--- src/rtl/useq_portio.sv ---
// rtl/useq_portio.sv - latched input port, FIFO to output port, edge-triggered interrupt requests
// Optional feature macro: USEQ_PORTIO_VEC_EN (per-bit vectors and per-bit acknowledge)
module useq_portio #(
  parameter int         DATA_W     = 8,
  parameter int         FIFO_DEPTH = 4,
  parameter logic [7:0] ISR_BASE   = 8'hF0
) (
  input  logic                          clk,
  input  logic                          rst,
  input  logic [DATA_W-1:0]             i_port,
  input  logic                          write_fifo,
  input  logic                          read_fifo,
  input  logic                          ovf_clr,
  input  logic [DATA_W-1:0]             int_mask,
  input  logic                          int_en,
  input  logic                          int_ack,
  output logic [DATA_W-1:0]             l_port,
  output logic [DATA_W-1:0]             o_port,
  output logic [$clog2(FIFO_DEPTH):0]   fifo_count,
  output logic                          fifo_empty,
  output logic                          fifo_full,
  output logic                          overflow,
  output logic                          int_req,
  output logic [7:0]                    int_vec
);

  localparam int PW = $clog2(FIFO_DEPTH);
  localparam int CW = PW + 1;

  logic [DATA_W-1:0] mem_q [FIFO_DEPTH];
  logic [DATA_W-1:0] mem_d [FIFO_DEPTH];
  logic [PW-1:0]     wr_ptr_q, wr_ptr_d, rd_ptr_q, rd_ptr_d;
  logic [CW-1:0]     count_q, count_d;
  logic [DATA_W-1:0] l_port_q, l_port_d, o_port_q, o_port_d;
  logic              overflow_q, overflow_d;
  logic [DATA_W-1:0] pending_q, pending_d;
  logic [DATA_W-1:0] pend_set, pend_clr;
  logic              update_l, is_empty, is_full, push_ok, pop_ok, ovf_set, ack_ok;

`ifdef USEQ_PORTIO_VEC_EN
  logic [7:0]        sel_idx;

  // Lowest-numbered pending bit wins; scan from the top so bit 0 overrides
  always_comb begin
    sel_idx = 8'd0;
    for (int i = DATA_W - 1; i >= 0; i--) begin
      if (pending_q[i]) sel_idx = 8'(i);
    end
  end
`endif

  // FIFO datapath, port latch and overflow tracking
  always_comb begin
    update_l = !read_fifo && !write_fifo;
    l_port_d = update_l ? i_port : l_port_q;
    is_empty = (count_q == '0);
    is_full  = (count_q == CW'(FIFO_DEPTH));
    // A pop in the same cycle frees the slot, so a full FIFO still accepts the push
    push_ok  = write_fifo && (!is_full || read_fifo);
    pop_ok   = read_fifo && !is_empty;
    ovf_set  = write_fifo && is_full && !read_fifo;

    mem_d = mem_q;
    if (push_ok) mem_d[wr_ptr_q] = l_port_q;
    wr_ptr_d = push_ok ? wr_ptr_q + PW'(1) : wr_ptr_q;
    rd_ptr_d = pop_ok  ? rd_ptr_q + PW'(1) : rd_ptr_q;

    count_d = count_q;
    if (push_ok && !pop_ok) count_d = count_q + CW'(1);
    if (pop_ok && !push_ok) count_d = count_q - CW'(1);

    o_port_d = o_port_q;
    if (read_fifo) o_port_d = pop_ok ? mem_q[rd_ptr_q] : '0;

    overflow_d = ovf_set ? 1'b1 : (ovf_clr ? 1'b0 : overflow_q);
  end

  // Rising-edge capture into pending bits and acknowledge clearing
  always_comb begin
    pend_set = update_l ? (i_port & ~l_port_q & int_mask) : '0;
    ack_ok   = int_ack && int_req;
`ifdef USEQ_PORTIO_VEC_EN
    pend_clr = ack_ok ? (DATA_W'(1) << sel_idx) : '0;
    int_vec  = ISR_BASE + (sel_idx << 1);
`else
    pend_clr = ack_ok ? '1 : '0;
    int_vec  = ISR_BASE;
`endif
    // A fresh edge in the acknowledge cycle keeps its bit set
    pending_d = (pending_q & ~pend_clr) | pend_set;
  end

  // State registers; reset overrides any push/pop in flight
  always_ff @(posedge clk) begin
    if (rst) begin
      for (int i = 0; i < FIFO_DEPTH; i++) mem_q[i] <= '0;
      wr_ptr_q   <= '0;
      rd_ptr_q   <= '0;
      count_q    <= '0;
      l_port_q   <= '0;
      o_port_q   <= '0;
      overflow_q <= 1'b0;
      pending_q  <= '0;
    end else begin
      mem_q      <= mem_d;
      wr_ptr_q   <= wr_ptr_d;
      rd_ptr_q   <= rd_ptr_d;
      count_q    <= count_d;
      l_port_q   <= l_port_d;
      o_port_q   <= o_port_d;
      overflow_q <= overflow_d;
      pending_q  <= pending_d;
    end
  end

  assign l_port     = l_port_q;
  assign o_port     = o_port_q;
  assign fifo_count = count_q;
  assign fifo_empty = is_empty;
  assign fifo_full  = is_full;
  assign overflow   = overflow_q;
  assign int_req    = int_en && (pending_q != '0);

endmodule

--- config.mk ---
export PLATFORM = sky130hd
export DESIGN_NAME = useq_portio
export DESIGN_NICKNAME = d
export VERILOG_FILES = /design/src/rtl/useq_portio.sv
export SDC_FILE = /design/constraint.sdc
export NUM_CORES = 1
export LEC_CHECK = 0
export CORE_MARGIN = 3
export CORE_UTILIZATION = 55
export CTS_CLUSTER_SIZE = 16
export DETAILED_ROUTE_END_ITERATION = 10
export HOLD_SLACK_MARGIN = 0.08
export PLACE_DENSITY_LB_ADDON = 0.05
export SYNTH_ARGS = -nofsm -noshare
export SYNTH_HDL_FRONTEND = slang
export SYNTH_SLANG_ARGS = --single-unit
--- constraint.sdc ---
create_clock -name clk -period 8.5 [get_ports clk]
set_input_delay 2.125 -clock clk [delete_from_list [all_inputs] [get_ports clk]]
set_output_delay 2.125 -clock clk [all_outputs]
set_load 0.03 [all_outputs]
==> flow_metrics.env <==
export IMPL_placed_area_um2=3200
export IMPL_drt_wl_total_um=6370
export IMPL_grt_max_degree=59
export IMPL_drcViolationCount=0
export IMPL_max_slew_margin_rel_pct=23.1
export IMPL_crit_top_cell="clkdlybuf4s50_1"
export IMPL_gp_congestion=0.791
export IMPL_path_buf_inv=2
export IMPL_cts_tree="done"
export IMPL_antenna_left=0
export IMPL_whs_path_depth=2
export IMPL_clkTransAtPathRegs_ps=60
export IMPL_rrSetupSlack_ps=5440
export IMPL_wl_met3_um=391
export IMPL_coreArea_um2=4850
export IMPL_period_share_pct=66.0
export IMPL_synthTopCellsByArea="dfxtp_1, a21oi_1, mux4_2, nand3_1, o21ai_0"
export IMPL_hold_violations=0
export IMPL_grt_usage_pct=21.9
export IMPL_rr_worst_depth=8
export IMPL_synth_most_common_cell="dfxtp_1"
export IMPL_critPathCaptureType="primary output"
export IMPL_ctsHoldBuffers=0
export IMPL_vdd_drop_max_mv=0.121
export IMPL_antenna_cells=0
export IMPL_setup_ws_ps=2890
export IMPL_cts_made_buffers=9
export IMPL_postCtsSetupBuffers=0
export IMPL_fin_skew_ps=3.57
export IMPL_die_area_um2=6030
export IMPL_worst_pin_slew_ps=1150
export IMPL_numPortBuffers=45
export IMPL_fin_area_um2=3360
export IMPL_path_cells="clkdlybuf4s50_1 > a21boi_0 > clkdlybuf4s50_1"
export IMPL_wl_met2_um=3030
export IMPL_grt_pass1_wl_um=10500
export IMPL_setup_viol=0
export IMPL_synth_cell_types=36
export IMPL_clk_path_buf_depth=2
export IMPL_grt_pass1_vias=2230
export IMPL_postLayoutCoreUtil_pct=69.4
export IMPL_tns_ps=0
export IMPL_drt_met1_wl_um=2900
export IMPL_dp_worst_setup_slack_ps=2910
export IMPL_fmax_mhz=178
export IMPL_hp_class="flop to flop"
export IMPL_period_minus_slack_ps=5610
export IMPL_async_flop_share_pct=0
export IMPL_top_layer="met4"
export IMPL_via_per_inst=5.78
export IMPL_reg2reg_from="fifo_count[0]"
export IMPL_cp_start_kind="input pin"
export IMPL_max_stage_delay_ps=700
export IMPL_yosys_warnings=0
export IMPL_ys_top_cells_by_count="dfxtp_1, a21oi_1, nand3_1"
export IMPL_power_density_nw_per_um2=217
export IMPL_crit_type="input pin to primary output"
export IMPL_cts_sinks=64
export IMPL_first_pass_iters=4
export IMPL_holdPathEnd="pending_q[1]"
export IMPL_netlist_top_cell_by_area="dfxtp_1"
export IMPL_synth_top_area_share_pct=45.4
export IMPL_nNetsFinal=375
export IMPL_rows=25
export IMPL_clkLatencyLatePin_ps=330
export IMPL_die_w_um=77.6
export IMPL_pin_count=54
export IMPL_cp_required_ps=6380
export IMPL_grt_overflow_total=0
export IMPL_synth_seq_cells=64
export IMPL_netlist_instances=314
export IMPL_cp_slowest_cell="clkdlybuf4s50_1"
export IMPL_syn_area_um2=2820
export IMPL_status="finished clean"
export IMPL_postCtsResizedCells=0
export IMPL_cp_arrival_ps=3480
export IMPL_grt_setup_unrepaired="no"
export IMPL_yosysSeqAreaShare_pct=45.4
export IMPL_place_hpwl_um=4110
export IMPL_wl_per_cell_um=15.3
export IMPL_antenna_found_initial=0
export IMPL_crit_fanout=2
export IMPL_die_h_um=77.6
export IMPL_synthFlopType="dfxtp_1"
export IMPL_crit_family="buffers and inverters"
export IMPL_synth_edf_count=0
export IMPL_finalMaxSlewViolations=0
export IMPL_rr_endpoint="fifo_count[2]"
export IMPL_fin_total_pwr_uw=729
export IMPL_min_from="pending_q[1]"
export IMPL_num_vias=2398
export IMPL_drt_first_iter_violations=234
export IMPL_syn2layout_area_growth_pct=19.2
export IMPL_drive_above_1_share_pct=7.18
export IMPL_cap_violations=0
export IMPL_start_util_pct=58.2
export IMPL_syn_area_per_cell_um2=8.99
export IMPL_p_leak_uw=0.00114
export IMPL_cts_root_buf="clkbuf_8"
export IMPL_cts_htree_levels=3
[per-layer routing]
metal / up-vias / global-route usage, %
li1: 1165 / -
met2: 76 / 35.4
met4: 0 / 6.94
met5: - / 0
met3: 4 / 5.34
met1: 1153 / 28.8
[through the flow]
stage / hold WS, ps / instances
2_1_floorplan: 432 / 320
3_3_place_gp: 439 / 402
4_1_cts: 454 / 415
6_report: 457 / 415
3_5_place_dp: 448 / 402
5_1_grt: 474 / 415
[placed cells by master (no fill, tap or decap), types with 2 or more instances in the layout]
master and count:
clkdlybuf4s50_1 44, nand2_1 30, a21o_1 2, inv_1 6
and2_1 4, o21ai_1 5, nand3_1 34, mux4_2 8
nor4_1 2, a22o_1 8, a21oi_1 52, clkbuf_8 11
xor2_1 4, conb_1 8, nand4b_1 8, nor2_1 8
ha_1 5, dfxtp_1 64, o21ai_0 28
[kinds of logic (layout without fill, tap and decap cells)]
| kind of cell | Yosys count | count (layout) | synth area share (%) |
|---|---|---|---|
| compound gates | 99 | 99 | 19.2 |
| xor+xnor | 4 | 4 | 1.24 |
| fa+ha+maj | 6 | 6 | 2.93 |
| buf+inv | 37 | 65 | 7.40 |
| flops | 64 | 64 | 45.4 |
| mux | 8 | 8 | 6.38 |
| other cells | 2 | 8 | 0.266 |
| simple gates | 94 | 94 | 17.2 |
[registers in the layout, indices dropped and copies added (netlist names)]
signal and flops:
l_port 8, mem_q 32, overflow 1, o_port 8
rd_ptr_q 2, fifo_count 3, wr_ptr_q 2, pending_q 8
[worst register-to-register path: stages (launching register included)]
cell	delay, ps
dfxtp_1	420
or4b_1	1070
nand2_1	240
ha_1	220
inv_1	60
fa_1	380
xor2_1	160
or3_1	310
a21oi_1	140
[worst max-delay path by stage]
stage / slack [ps] / to / from / cells past startpoint
floorplan: 3530 / int_req / int_en / 1
global route: 2860 / int_req / int_en / 3
finish: 2890 / int_req / int_en / 3
CTS: 2890 / int_req / int_en / 3
global placement: 2930 / int_req / int_en / 3
detailed placement: 2910 / int_req / int_en / 3
[area by class of cell]
class,count,area (um^2)
fillers,415,1480
multi-input cells,219,1360
flip-flops and latches,64,1280
repair buffers,46,453
clock buffers,12,155
well taps,67,83.8
inverters,6,22.5
clock inverters,1,5.00
[report_power, final]
group          internal (uW)  leakage, uW  total, uW  switching, uW
combinational           67.2     0.000533        162           94.4
sequential               315     0.000518        346           31.7
clock                    116    0.0000842        220            104
total                    498      0.00114        729            230
Note: power is estimated with default switching activity, not from simulation.
